===== config.mk =====
export PLATFORM = sky130hd
export DESIGN_NAME = fir_mac_ctrl
export DESIGN_NICKNAME = d
export VERILOG_FILES = /design/src/rtl/fir_mac_ctrl.sv
export SDC_FILE = /design/constraint.sdc
export NUM_CORES = 1
export LEC_CHECK = 0
export ABC_AREA = 1
export BUFFER_PORTS_ARGS = -buffer_cell sky130_fd_sc_hd__buf_2
export CAP_MARGIN = 5
export CORE_AREA = 2 2 39 41
export CTS_CLUSTER_SIZE = 16
export DETAILED_ROUTE_END_ITERATION = 8
export DIE_AREA = 0 0 41 43
export PLACE_DENSITY = 0.79
export SLEW_MARGIN = 20
export SYNTH_ARGS = -nofsm -noshare
export SYNTH_HDL_FRONTEND = slang
export SYNTH_SLANG_ARGS = --single-unit

===== constraint.sdc =====
create_clock -name clk -period 1.9 [get_ports clk]
set_input_delay 0.095 -clock clk [delete_from_list [all_inputs] [get_ports clk]]
set_output_delay 0.095 -clock clk [all_outputs]
set_load 0.005 [all_outputs]

===== src/rtl/fir_mac_ctrl.sv =====
// FIR multiply-accumulate sequencer: sample intake, tap stepping over the circular delay line, result handshake.
// Optional build macro FIR_MAC_CLR_ON_DONE_EN adds a one-cycle accumulator clear after each result handshake.

package fir_filter_pkg;
    localparam logic [1:0] MAC_NOP  = 2'b00;
    localparam logic [1:0] MAC_LOAD = 2'b01;
    localparam logic [1:0] MAC_ACC  = 2'b10;
    localparam logic [1:0] MAC_CLR  = 2'b11;
endpackage

module fir_mac_ctrl
    import fir_filter_pkg::*;
#(
    parameter int TAPS     = 8,
    parameter int ADDRBITS = (TAPS > 1) ? $clog2(TAPS) : 1
) (
    input  logic                clk,
    input  logic                rst_n,
    input  logic                sample_valid_in,
    output logic                sample_ready_out,
    output logic                wr_en_out,
    output logic [ADDRBITS-1:0] data_addr_out,
    output logic [ADDRBITS-1:0] coeff_addr_out,
    output logic [1:0]          mac_ctrl_out,
    output logic                out_valid_out,
    input  logic                out_ready_in,
    output logic                busy_out
);

    // Handshakes: a transfer happens on a rising edge where valid and ready are both high.
    // sample_ready_out and out_valid_out depend only on registered state.
    typedef enum logic [2:0] {
        IDLE  = 3'd0,
        WRITE = 3'd1,
        LOAD  = 3'd2,
        ACC   = 3'd3,
        DONE  = 3'd4,
        CLEAR = 3'd5
    } state_t;

    localparam logic [ADDRBITS-1:0] LAST_TAP = ADDRBITS'(TAPS - 1);
    localparam logic [ADDRBITS-1:0] TAPS_A   = ADDRBITS'(TAPS);
    localparam logic [ADDRBITS-1:0] ONE_A    = ADDRBITS'(1);

    state_t              state;
    logic [ADDRBITS-1:0] tap;
    logic [ADDRBITS-1:0] wptr;
    logic [ADDRBITS-1:0] acc_addr;

    always_ff @(posedge clk or negedge rst_n) begin
        if (!rst_n) begin
            state <= IDLE;
            tap   <= '0;
            wptr  <= '0;
        end else begin
            case (state)
                IDLE: begin
                    if (sample_valid_in) state <= WRITE;
                end
                WRITE: state <= LOAD;
                LOAD: begin
                    tap   <= ONE_A;
                    state <= (TAPS == 1) ? DONE : ACC;
                end
                ACC: begin
                    if (tap == LAST_TAP) state <= DONE;
                    else                 tap   <= tap + ONE_A;
                end
                DONE: begin
                    if (out_ready_in) begin
                        wptr <= (wptr == LAST_TAP) ? '0 : wptr + ONE_A;
                        tap  <= '0;
`ifdef FIR_MAC_CLR_ON_DONE_EN
                        state <= CLEAR;
`else
                        state <= IDLE;
`endif
                    end
                end
                CLEAR:   state <= IDLE;
                default: state <= IDLE;
            endcase
        end
    end

    // Newest sample sits at wptr; tap k reads k samples back, wrapping within TAPS entries.
    // Arithmetic is modulo 2**ADDRBITS, which is exact because the true result is below TAPS.
    always_comb begin
        if (tap > wptr) acc_addr = wptr + TAPS_A - tap;
        else            acc_addr = wptr - tap;
    end

    always_comb begin
        sample_ready_out = 1'b0;
        wr_en_out        = 1'b0;
        data_addr_out    = wptr;
        coeff_addr_out   = '0;
        mac_ctrl_out     = MAC_NOP;
        out_valid_out    = 1'b0;
        busy_out         = 1'b1;
        case (state)
            IDLE: begin
                sample_ready_out = 1'b1;
                busy_out         = 1'b0;
            end
            WRITE: wr_en_out = 1'b1;
            LOAD:  mac_ctrl_out = MAC_LOAD;
            ACC: begin
                mac_ctrl_out   = MAC_ACC;
                coeff_addr_out = tap;
                data_addr_out  = acc_addr;
            end
            DONE:    out_valid_out = 1'b1;
            CLEAR:   mac_ctrl_out  = MAC_CLR;
            default: busy_out      = 1'b1;
        endcase
    end

endmodule

# == Word level (Yosys, flattened, before mapping) ==
# Index checks and enable logic that the tools add are counted.
# op_classes
add_sub_neg,3
eq_ne,11
muxes,14
n_reduce_logical,5
# ops
op,n
$mux 3,7
$pmux 3 s5,1
$eq 3x3->1 const B,4
$pmux 3 s3,1
$ne 2x2->1 const B,4
$add 3x1->3 const B,2
$eq 3x2->1 const B,2
$pmux 2 s3,1
$reduce_and 3->1,2
$mux 1,4
$eq 3x1->1 const B,1
$logic_not 3->1,1
$reduce_bool 3->1,1
$sub 3x3->3,1
$reduce_and 2->1,1
# word_totals
reg_bits,9
inputBits,4
output_inout_bits,12
word_cells,36

# == Depth between registers and ports, before layout ==
# depth
depth_word,3
depth_mapped,7
depth_no_buf,7

# == Least setup slack after synthesis ==
# OpenSTA, ideal clock, no wires.
# synth_path
path_type,register -> output
from,reg wptr[0]
to,out data_addr_out[2]
arrival_time_ns,1.305
required_time_ns,1.805
slack_ns,0.500
stages_incl_launch_ff,8
path_buffers,0
cell_sequence,dfrtp_1 inv_1 ha_1 fa_1 inv_1 nand2_1 nand3_2 xor2_1
# synth_via
elab_chain_len,2
# synth_lines
item,line,source
from (decl),47,logic [ADDRBITS-1:0] wptr;
from (signal assigned),71,wptr <= (wptr == LAST_TAP) ? '0 : wptr + ONE_A;
$sub 3x3->3,"89, 90",
$mux 3,101,case (state)
to (decl),22,"output logic [ADDRBITS-1:0] data_addr_out,"
# Every way passes these cells.

# == Worst setup path after layout ==
# Same ends and word-level chain as after synthesis.

==> out/qor.txt <==
Status - complete, no violations
Top-Level Pins - 16
Post-CTS Repair Setup Buffers - 0
TritonCTS Sinks - 9
Mapped Nets - 92
Routed wire per std cell - 11.0 µm
DRT Pass-1 Iters - 4
Switching Share - 0.454
TritonCTS Buffers - 3
H-tree Lvls - 1
Chip width - 41 µm
Setup TNS - 0 ns
Max Cap Violations - 0
Critical Path End Type - output port
Maximum vdd drop - 0.000615 V
Number of max-slew violations in the final report - 0
R2R cell count - 6
Clock Skew - 0.00987 ns
Critical R2R Capture - tap[2]
Share of total power in sequential cells - 0.316
Initial antenna violation count - 0
Seq cells post-synth - 9
CTS tree - yes
Synth Instances - 82
Buffers added on ports - 15
Pwr Density - 1420 nW/µm²
Core Area - 1380 µm²
Max clock buf depth - 2
Largest net degree at the start of global routing - 10
Tightest Hold Check Type - input pin to flop
Mapped cell area - 622 µm²
Routed Antenna Nets - 0
Initial Util - 0.449
Slew HR - 0.820
Synth Warn # - 0
Vias in the first global route - 489
Worst Hold Launch - sample_valid_in
# fillers - 132
Met2 Wirelength - 613 µm
Clock Power Share - 0.148
Final WL - 1.29 mm
Drc violations - 0
Leakage dissipation - 0.000446 µW
Fin crit share - 0.932
FF-to-FF setup slack - 0.57 ns
Comb power frac - 0.536
Final hold vios - 0
CP Data Arrival Time - 1.68 ns
Worst skew pair latency - 0.27 ns
Grt ovf - 0
Fmax - 565 MHz
Share of the yosys chip area belonging to registers - 0.362
Mean Syn Cell Area - 7.58 µm²
Hold path endpoint - state[0]
N_diodes - 0
DR top layer - met4
WP data required - 1.80 ns
Critical R2R Launch - tap[1]
Fin Hold WS - 0.159 ns
Syn-to-layout area delta - 21.9%
Routed wl met3 - 73 µm
Dpl hpwl - 1000 µm
M1 WL - 555 µm
RSZ-0062 raised after global routing - false
GRT Total Usage - 0.187
Vias - 586
Startpoint class of the critical path - flop
Vias per cell - 4.97
FP Rows - 14
Net Sw Power - 487 µW
Worst-margin pin slew - 0.270 ns
DIE HEIGHT - 43 µm
Internal power - 586 µW
Fin nets - 113
Placer Congestion - 0.804
Iteration-0 DRC Markers - 8
Yosys cell types - 17
Clock-pin slew of the registers on the worst-case setup and hold paths - 0.07 ns
Worst Hold Depth - 4
Share of cells above drive strength 1 - 0.265
Critical setup path kind - flop to output port
First-pass GRT wire length - 2.09 mm
Cell at the root of the clock tree - clkbuf_4
Worst-path fanout max - 4
Die footprint - 1760 µm²
Fin crit period - 1.77 ns
Final setup fails - 0
critical path, stage by stage, from the launching register on:
cell     delay [ns]
dfrtp_1        0.41
inv_2          0.05
ha_2           0.17
fa_2           0.34
inv_1          0.06
nand2_1        0.06
nand3_2        0.07
xor2_1         0.13
buf_2          0.12
synthesized netlist by cell type:
cell / count / area [µm²]
a21oi_1: 1 / 5.00
dfrtp_1: 9 / 225
fa_1: 1 / 20.0
ha_1: 5 / 62.6
inv_1: 16 / 60.1
inv_2: 1 / 3.75
nand2_1: 24 / 90.1
nand3_1: 4 / 20.0
nand3_2: 2 / 20.0
nand3b_1: 1 / 7.51
nand4_1: 4 / 25.0
nor2_1: 6 / 22.5
nor2_4: 2 / 22.5
o21ai_0: 3 / 15.0
o21ai_1: 1 / 5.00
o21ai_2: 1 / 8.76
xor2_1: 1 / 8.76
cell usage in the layout, fill, tap and decap left out:
| master | n |
|---|---|
| dfrtp_1 | 9 |
| inv_1 | 15 |
| clkbuf_1 | 1 |
| buf_2 | 15 |
| nor2_4 | 2 |
| nand2_1 | 24 |
| xor2_1 | 1 |
| nand4_1 | 4 |
| ha_1 | 4 |
| o21ai_2 | 1 |
| a21oi_1 | 1 |
| nand3_1 | 4 |
| o21ai_0 | 3 |
| dlygate4sd3_1 | 1 |
| nor2_1 | 6 |
| inv_2 | 2 |
| ha_2 | 1 |
| nand3b_1 | 1 |
| nand3_2 | 2 |
| fa_2 | 1 |
| clkbuf_4 | 3 |
| o21ai_1 | 1 |
per-layer routing:
metal,GRT usage,vias to the layer above
met4,0.153,0
met3,0.0314,6
met5,0,-
met2,0.269,21
met1,0.232,262
li1,-,297
cell families after synthesis:
kind of cell | share of synthesized area
adders and majority gates | 0.133
AOI/OAI and AO/OA | 0.0543
xor gates and xnor gates | 0.0141
DFF | 0.362
and+or+nand+nor | 0.334
buffers and inverters | 0.103
final cells by class:
cell class                 instances  area (µm²)  area share
timing repair buffer              16        85.1       0.112
clock buffer                       4        26.3      0.0347
multi-input combinational         56         338       0.446
sequential                         9         225       0.297
inverter                          17        63.8      0.0842
tap                               16        20.0      0.0264
sequential cells by signal (all words and copies together) (netlist names):
| name | count |
|---|---|
| tap | 3 |
| wptr | 3 |
| state | 3 |
repair_timing:
item | in CTS | in global routing
resized for setup | 0 | 3
endpoints found under the hold margin | 9 | 0
hold buffers | 1 | 0
setup endpoints to repair | 0 | 1
through the flow:
| step | cell area [µm²] | instances | setup slack, ns | total power, µW | utilization |
|---|---|---|---|---|---|
| 3_5_place_dp | 717 | 113 | 0.337 | 919 | 0.518 |
| 3_3_place_gp | 717 | 113 | 0.392 | 900 | 0.518 |
| 4_1_cts | 753 | 118 | 0.0374 | 1080 | 0.544 |
| 2_1_floorplan | 622 | 82 | 0.500 | 722 | - |
| 5_1_grt | 758 | 118 | 0.0193 | 1210 | 0.548 |
| 6_report | 758 | 118 | 0.129 | 1070 | 0.548 |
how the worst max path moves through the flow:
| stage | from | end | slack (ns) | cells after the start |
|---|---|---|---|---|
| final | wptr[0] | data_addr_out[2] | 0.13 | 8 |
| after detailed placement | tap[0] | data_addr_out[2] | 0.34 | 7 |
| after global routing | wptr[0] | data_addr_out[2] | 0.02 | 8 |
| after CTS | wptr[0] | data_addr_out[2] | 0.04 | 8 |
| after floorplan | wptr[0] | data_addr_out[2] | 0.50 | 7 |
| after global placement | tap[0] | data_addr_out[2] | 0.39 | 7 |
power by group through the flow:
stage | Combinational (µW) | Clock, µW | Sequential (µW)
floorplan | 401 | 0 | 321
global placement | 561 | 0 | 339
CTS | 585 | 161 | 337
detailed placement | 578 | 0 | 341
global route | 684 | 169 | 354
finish | 575 | 159 | 339
No activity file was read; power rests on OpenSTA's default activity.
